<file path="config.mk">
export PLATFORM = sky130hd
export DESIGN_NAME = irq_ctrl
export DESIGN_NICKNAME = d
export VERILOG_FILES = /design/src/rtl/irq_ctrl_pkg.sv /design/src/rtl/irq_prio_enc.sv /design/src/rtl/irq_ctrl.sv
export SDC_FILE = /design/constraint.sdc
export NUM_CORES = 1
export LEC_CHECK = 0
export BUFFER_PORTS_ARGS = -buffer_cell sky130_fd_sc_hd__buf_2
export CELL_PAD_IN_SITES_DETAIL_PLACEMENT = 2
export CELL_PAD_IN_SITES_GLOBAL_PLACEMENT = 2
export CORE_MARGIN = 2
export CORE_UTILIZATION = 22
export CTS_BUF_LIST = sky130_fd_sc_hd__clkbuf_4 sky130_fd_sc_hd__clkbuf_8 sky130_fd_sc_hd__clkbuf_16
export DETAILED_ROUTE_END_ITERATION = 8
export PLACE_DENSITY = 0.83
export SLEW_MARGIN = 20
export SYNTH_ARGS = -nofsm -noshare
export SYNTH_HDL_FRONTEND = slang
export SYNTH_SLANG_ARGS = --single-unit
</file>
<file path="constraint.sdc">
create_clock -name clk -period 2.4 [get_ports clk]
set_input_delay 0.24 -clock clk [delete_from_list [all_inputs] [get_ports clk]]
set_output_delay 0.24 -clock clk [all_outputs]
set_load 0.01 [all_outputs]
</file>
<file path="src/rtl/irq_ctrl_pkg.sv">
// irq_ctrl_pkg: shared types and default parameters
// for the interrupt controller slice.
package irq_ctrl_pkg;

  typedef enum logic [1:0] {
    IDLE,
    REQ,
    ACK
  } irq_state_t;

  localparam logic [15:0] DEF_IE_ADDR    = 16'hFFFF;
  localparam logic [15:0] DEF_IF_ADDR    = 16'hFF0F;
  localparam logic [15:0] DEF_VEC_BASE   = 16'h0040;
  localparam int          DEF_VEC_STRIDE = 8;

  function automatic logic [15:0] irq_vec(
    input logic [15:0] base,
    input int          stride,
    input logic [2:0]  id
  );
    return base + 16'(stride) * {13'd0, id};
  endfunction

endpackage

</file>
<file path="src/rtl/irq_prio_enc.sv">
// irq_prio_enc: fixed-priority encoder,
// lowest set index wins.
module irq_prio_enc #(
  parameter int NUM_IRQ = 5
) (
  input  logic [NUM_IRQ-1:0] req,
  output logic [2:0]         id,
  output logic               valid
);

  always_comb begin
    id    = '0;
    valid = 1'b0;
    // scan downward so the lowest set bit is the last one kept
    for (int i = NUM_IRQ - 1; i >= 0; i--) begin
      if (req[i]) begin
        id    = 3'(i);
        valid = 1'b1;
      end
    end
  end

endmodule

</file>
<file path="src/rtl/irq_ctrl.sv">
// irq_ctrl: memory-mapped IE/IF registers, priority
// arbitration and a REQ/ACK handshake toward the CPU.
module irq_ctrl
  import irq_ctrl_pkg::*;
#(
  parameter int                 NUM_IRQ    = 5,
  parameter logic [NUM_IRQ-1:0] EDGE_MASK  = '0,
  parameter logic [15:0]        IE_ADDR    = DEF_IE_ADDR,
  parameter logic [15:0]        IF_ADDR    = DEF_IF_ADDR,
  parameter logic [15:0]        VEC_BASE   = DEF_VEC_BASE,
  parameter int                 VEC_STRIDE = DEF_VEC_STRIDE
) (
  input  logic               clk,
  input  logic               rst,
  input  logic [15:0]        a,
  input  logic [7:0]         din,
  output logic [7:0]         dout,
  input  logic               rd,
  input  logic               wr,
  input  logic [NUM_IRQ-1:0] src_req,
  output logic [NUM_IRQ-1:0] src_ack,
  output logic               int_req,
  output logic [15:0]        int_vec,
  output logic [2:0]         int_id,
  input  logic               int_ack,
  output logic               sel
);

  if (NUM_IRQ < 1 || NUM_IRQ > 8) begin : g_bad_num
    $error("irq_ctrl: NUM_IRQ must be in 1..8");
  end

  irq_state_t         state;
  logic [NUM_IRQ-1:0] ie;
  logic [NUM_IRQ-1:0] iflag;
  logic [NUM_IRQ-1:0] src_q;
  logic [NUM_IRQ-1:0] set;
  logic [NUM_IRQ-1:0] clr;
  logic [NUM_IRQ-1:0] id_mask;
  logic [NUM_IRQ-1:0] if_nxt;
  logic [NUM_IRQ-1:0] ie_nxt;
  logic [NUM_IRQ-1:0] pend;
  logic               armed;
  logic               ie_hit;
  logic               if_hit;
  logic               keep;
  logic               win_vld;
  logic [2:0]         win_id;
  logic               unused_ok;

  assign ie_hit = (a == IE_ADDR);
  assign if_hit = (a == IF_ADDR);
  assign sel    = ie_hit | if_hit;

  // armed blocks a level held high through reset from
  // looking like a fresh rising edge
  assign set = src_req &
               (~EDGE_MASK | (~src_q & {NUM_IRQ{armed}}));

  assign id_mask = NUM_IRQ'(1) << int_id;
  assign clr     = (state == REQ && int_ack) ? id_mask : '0;
  assign src_ack = rst ? '0 : clr;

  assign if_nxt = ((wr && if_hit) ? din[NUM_IRQ-1:0]
                                  : (iflag & ~clr)) | set;
  assign ie_nxt = (wr && ie_hit) ? din[NUM_IRQ-1:0] : ie;
  assign keep   = |(if_nxt & ie_nxt & id_mask);
  assign pend   = ie & iflag;

  assign int_vec   = irq_vec(VEC_BASE, VEC_STRIDE, int_id);
  assign unused_ok = ^{rd, din};

  always_comb begin
    dout = 8'hFF;
    if (if_hit) begin
      dout[NUM_IRQ-1:0] = iflag | set;
    end else if (ie_hit) begin
      dout              = 8'h00;
      dout[NUM_IRQ-1:0] = ie;
    end
  end

  irq_prio_enc #(
    .NUM_IRQ(NUM_IRQ)
  ) u_enc (
    .req  (pend),
    .id   (win_id),
    .valid(win_vld)
  );

  always_ff @(posedge clk) begin
    if (rst) begin
      ie      <= '0;
      iflag   <= '0;
      src_q   <= '0;
      armed   <= 1'b0;
      state   <= IDLE;
      int_id  <= '0;
      int_req <= 1'b0;
    end else begin
      ie    <= ie_nxt;
      iflag <= if_nxt;
      src_q <= src_req;
      armed <= 1'b1;
      unique case (state)
        IDLE: begin
          if (win_vld) begin
            int_id  <= win_id;
            int_req <= 1'b1;
            state   <= REQ;
          end
        end
        REQ: begin
          if (int_ack) begin
            int_req <= 1'b0;
            state   <= ACK;
          end else if (!keep) begin
            int_req <= 1'b0;
            state   <= IDLE;
          end
        end
        ACK: begin
          state <= IDLE;
        end
        default: begin
          int_req <= 1'b0;
          state   <= IDLE;
        end
      endcase
    end
  end

endmodule

</file>
## After elaboration in Yosys (flattened, before gate mapping)

Index checks and enable logic that the tools add are counted.

| storage, ports and cells | value |
|---|---|
| bits in registers | 16 |
| output and inout bits | 34 |
| input port bits | 34 |

| cells by class | value |
|---|---|
| reductions and logical operators | 8 |
| $add $sub $neg | 1 |
| shifts and indexed selects | 1 |
| bitwise logic cells | 9 |
| equal/unequal tests | 6 |
| mux-type cells | 25 |

Operators with widths:

| kind | count |
|---|---|
| $eq A16 B16 Y1 const B | 2 |
| $mux W5 | 5 |
| $and A5 B5 Y5 | 4 |
| $mux W3 | 6 |
| $or A5 B5 Y5 | 2 |
| $add A7 B6 Y8 const A | 1 |
| $mux W1 | 8 |
| $mux W8 | 1 |
| $mux W2 | 3 |
| $not A5 Y5 | 1 |
| $reduce_or A5 Y1 | 1 |
| $shl A1 B3 Y5 const A | 1 |
| $pmux W2 S2 | 1 |
| $reduce_and A2 Y1 | 2 |
| $logic_and A1 B1 Y1 | 3 |
| $ne A3 B3 Y1 const B | 1 |
| $pmux W1 S3 | 1 |
| $reduce_and A3 Y1 | 1 |
| $eq A2 B1 Y1 const B | 1 |
| $eq A2 B2 Y1 const B | 1 |
| $logic_not A2 Y1 | 1 |
| $ne A2 B1 Y1 const B | 1 |
| $not A1 Y1 | 1 |
| $or A1 B1 Y1 | 1 |

## Depth between registers and ports, before layout

| logic depth | value |
|---|---|
| depth after elaboration | 13 |
| mapped depth | 8 |
| gate-level depth less buffers | 8 |

## By module

From an unflattened synthesis, not the netlist that was laid out.

| unflattened totals | value |
|---|---|
| cells, all modules | 143 |
| area total of the unflattened synthesis | 1,154.9 µm² |

Modules (own cells, without submodules):

| module | area each (µm²) | sequential area each (µm²) | instances | cells each |
|---|---|---|---|---|
| irq_ctrl | 1,106.1 | 320.3 | 1 | 135 |
| irq_prio_enc | 48.8 | 0.0 | 1 | 8 |

## Worst setup path before layout

No wires, ideal clock.

| timing path | value |
|---|---|
| kind | input to register |
| start point | input a[5] |
| end point | register int_req |
| path buffers | 0 |
| data required time | 2.321 ns |
| data arrival time | 2.103 ns |
| setup time | 0.079 ns |
| stages on the path | 6 |
| slack | 0.218 ns |
| cells stage by stage | or4_4 -> nor4_4 -> a311oi_1 -> or3_1 -> a311o_1 -> a211oi_2 |

| between the ends | value |
|---|---|
| cells in the longest elaborated chain, start to end | 9 |

Ends and longest elaborated chain:

| item | line | RTL |
|---|---|---|
| start, declared | irq_ctrl.sv:15 | `input logic [15:0] a,` |
| $eq A16 B16 Y1 | irq_ctrl.sv:52 | `assign if_hit = (a == IF_ADDR);` |
| $logic_and A1 B1 Y1 | irq_ctrl.sv:64 | `assign if_nxt = ((wr && if_hit) ? din[NUM_IRQ-1:0]` |
| $mux W5 | irq_ctrl.sv:64 |  |
| $or A5 B5 Y5 | irq_ctrl.sv:65 | `: (iflag & ~clr)) \| set;` |
| $and A5 B5 Y5 * (2 in a row) | irq_ctrl.sv:67 | `assign keep = \|(if_nxt & ie_nxt & id_mask);` |
| $reduce_or A5 Y1 * | irq_ctrl.sv:67 |  |
| $ne A3 B3 Y1 (no line) * | -- |  |
| $reduce_and A3 Y1 (no line) * | -- |  |
| end signal, assigned | irq_ctrl.sv:99 | `int_req <= 1'b0;` |
| end signal, assigned | irq_ctrl.sv:109 | `int_req <= 1'b1;` |
| end signal, assigned | irq_ctrl.sv:115 | `int_req <= 1'b0;` |
| end, declared | irq_ctrl.sv:22 | `output logic int_req,` |

Mark *: on every way between the ends. The rest lies on a longest branch, timed or not.
A chain may end at the register's enable or synchronous reset.

## Final worst setup path

| timing path | value |
|---|---|
| start point | input a[5] |
| end point | output dout[2] |

| between the ends | value |
|---|---|
| cells in the longest elaborated chain, start to end | 3 |

Ends and longest elaborated chain:

| item | line | RTL |
|---|---|---|
| $eq A16 B16 Y1 | irq_ctrl.sv:51 | `assign ie_hit = (a == IE_ADDR);` |
| $mux W8 | irq_ctrl.sv:77 | `end else if (ie_hit) begin` |
| $mux W5 * | irq_ctrl.sv:75 | `if (if_hit) begin` |
| end, declared | irq_ctrl.sv:17 | `output logic [7:0] dout,` |

Marked as above.

==> metrics.txt <==
status completed; Setup Buffers After CTS 0; Fin. Hold Viols 0; adder-cell area share of the yosys netlist 0%; Cell Area, Synth ~1100 um^2; Initial Util 22.58%; initial antenna violation count 0; DRC viols 0; Core ar. just over 5000 um^2; I/O pin count between 60 and 70; port bufs 50; Clock Skews around 1.3 ps; leading area contributor after synthesis dfxtp_1; average cell area after synthesis about 8.2 um^2; compound-gate portion of the synthesized area between 30% and 40%; mux share of post-synthesis cell area ~1.8%; detailed router's first-iteration violation count 55; Sw Ratio between 20% and 30%; CTS root buffer clkbuf_8; post-route minimum period 2287 ps; clock power share between 30 and 40%; top-area cell type share of the netlist area approximately 28%; Tot GR Track Use around an eighth; CTS tree yes; register area share after synthesis 28.13%; clk sink count 16; Synth Warn # 0; worst skew pair latency 240 ps; # setup viols final 0; Detail Route Antenna Nets 0; ranking of synthesized cells by area dfxtp_1 28%, buf_4 12%, a21oi_1 5.7%, nor2_1 4.9%, o32a_1 4.4%; max_cap viols 0; die area 5767 um^2; worst-path cell chain buf_2, or4_4, or4_2, o32a_1, buf_2; most frequent cell on the critical path buf_2; cell with the most instances after synthesis buf_4; final net count 222; GPL Wtd Cong 0.7732; Yosys cell types 40; fmax 437.3 MHz; fin area between 1000 and 1500 um^2; H-Tree Depth 1; Die H 75.94 um; Die Width between 70 and 80 um; worst path required time between 2000 and 2500 ps; worst vdd ir between 0.0001 and 0.00015 V; First-pass DRT Iterations 4; sequential share of power a little over 50%; Worst Slack Setup Final 113.4 ps; Synth Register Bits 16; Post-DP Area ~1400 um^2; Post-synth EDFFs 0; CTS buffer count 3; clock buffer depth 2; Post-synth top cells 18 x buf_4, 16 x dfxtp_1, 15 x nor2_1; first-pass GRT wire length 6189 um; unrepaired setup endpoints after global routing false; critical path's slowest cell or4_2; Antenna Cells 0; share of post-route cells with drive strength above 1 between 40 and 50%; Cell Rows 26; Cell Pwr Density between 300 and 400 nW/um^2; Crit Path Category in2out; Async SR Flop Fraction 0%; routed via count ~1200; final worst-path cycle share between 90% and 100%; Setup crit end kind output pin; top_reg_cell synth dfxtp_1; xor/xnor cell area share of the yosys netlist 0%; Pleak just over 0.6 nW; worst endpoint data arrival time roughly 2100 ps; dpl hpwl ~3000 um; gr ovfl total 0; CP startpoint kind primary input; Worst-path clk slew about 60 ps; drt wl/cell 14.60 um; number of vias per cell 4.641; Worst Path Max Fanout 6; vias in the first global route approximately 1300; NetSw around 0.00013 W; Max Transition Viols Final 0; Fin Setup TNS 0 ps; Comb power frac about an eighth; largest net degree at the start of global routing 19; final WL approximately 3700 um; simple-gate area share of the yosys netlist between 20% and 30%; Synth Instances around 140; area grow syn2layout 26.59%; Hold Crit Class in2reg; Pint between 0.0004 and 0.0005 W; Place WS between 1 and 1.5 ps; Crit path largest cell delay ~670 ps; largest family of logic cells by synthesized area compound AO/OA/AOI/OAI gates
==> worst max-delay path, delay by kind of cell <==
kind,cells,cell delay (ps)
buf+inv,2,240
compound gates,1,340
simple gates,2,1220
==> layer usage <==
metal,share of wire [%],vias up,global-route usage (%)
met5,0,-,0
li1,-,586,-
met2,50,27,23.04
met4,0.72,0,2.727
met3,3.7,2,2.262
met1,45,573,16.34
==> power groups by stage <==
stage	Combinational, W	Sequential (W)	Clock (W)
after floorplan	0.0000519	0.000282	0
after global placement	0.0000655	0.000284	0
after detailed placement	0.0000683	0.000284	0
after CTS	0.0000684	0.000278	0.000205
after global routing	0.0000770	0.000279	0.000217
final	0.0000684	0.000278	0.000197
==> what timing repair did <==
action	in CTS	in global routing
resized for setup	0	1
setup endpoints to repair	0	2
hold buffers	0	0
==> state kept, by name, indices dropped and copies added (netlist names) <==
name	count
iflag	5
state	2
ie	5
int_req	1
int_id	3
==> stage by stage <==
stage	std cells	util, %	power [W]	hold slack [ps]
CTS	256	28.56	0.0005511	265.8
floorplan	150	-	0.0003334	311.6
global placement	253	27.74	0.0003493	497.4
global route	256	28.59	0.0005728	316.8
detailed placement	253	27.74	0.0003522	520.5
finish	256	28.59	0.0005442	264.5
==> placed cells by master (no fill, tap or decap), types with 4 or more instances in the layout <==
| cell type | netlist | routed |
|---|---|---|
| or3b_2 | 4 | 4 |
| a21oi_1 | 13 | 13 |
| nand4_1 | 4 | 4 |
| conb_1 | 2 | 13 |
| dfxtp_1 | 16 | 15 |
| buf_2 | 0 | 50 |
| nand2_1 | 4 | 4 |
| buf_4 | 18 | 6 |
| nor2_1 | 15 | 15 |
| o21ai_0 | 7 | 7 |
| o32a_1 | 5 | 5 |
==> area by class of cell <==
class | count | area [um^2]
inverters | 3 | 11.26
well taps | 70 | 87.58
multi-input cells | 108 | 684.4
fillers | 620 | 3601
clock buffers | 3 | 41.29
repair buffers | 56 | 295.3
flip-flops and latches | 16 | 321.6
==> logic make-up after synthesis <==
family          count (synthesis)
compound gates                 48
simple gates                   45
buf+inv                        26
flops                          16
mux                             2
other cells                     2
==> path summary, 6_finish.rpt <==
path | start | to | cells past startpoint | slack, ps
max | a[5] | dout[2] | 5 | 110
min | src_req[2] | iflag[2] | 3 | 260
max reg2reg | int_id[0] | state[0] | 7 | 180
min reg2reg | state[0] | int_req | 1 | 530
Power figures use the tool's default switching activity.
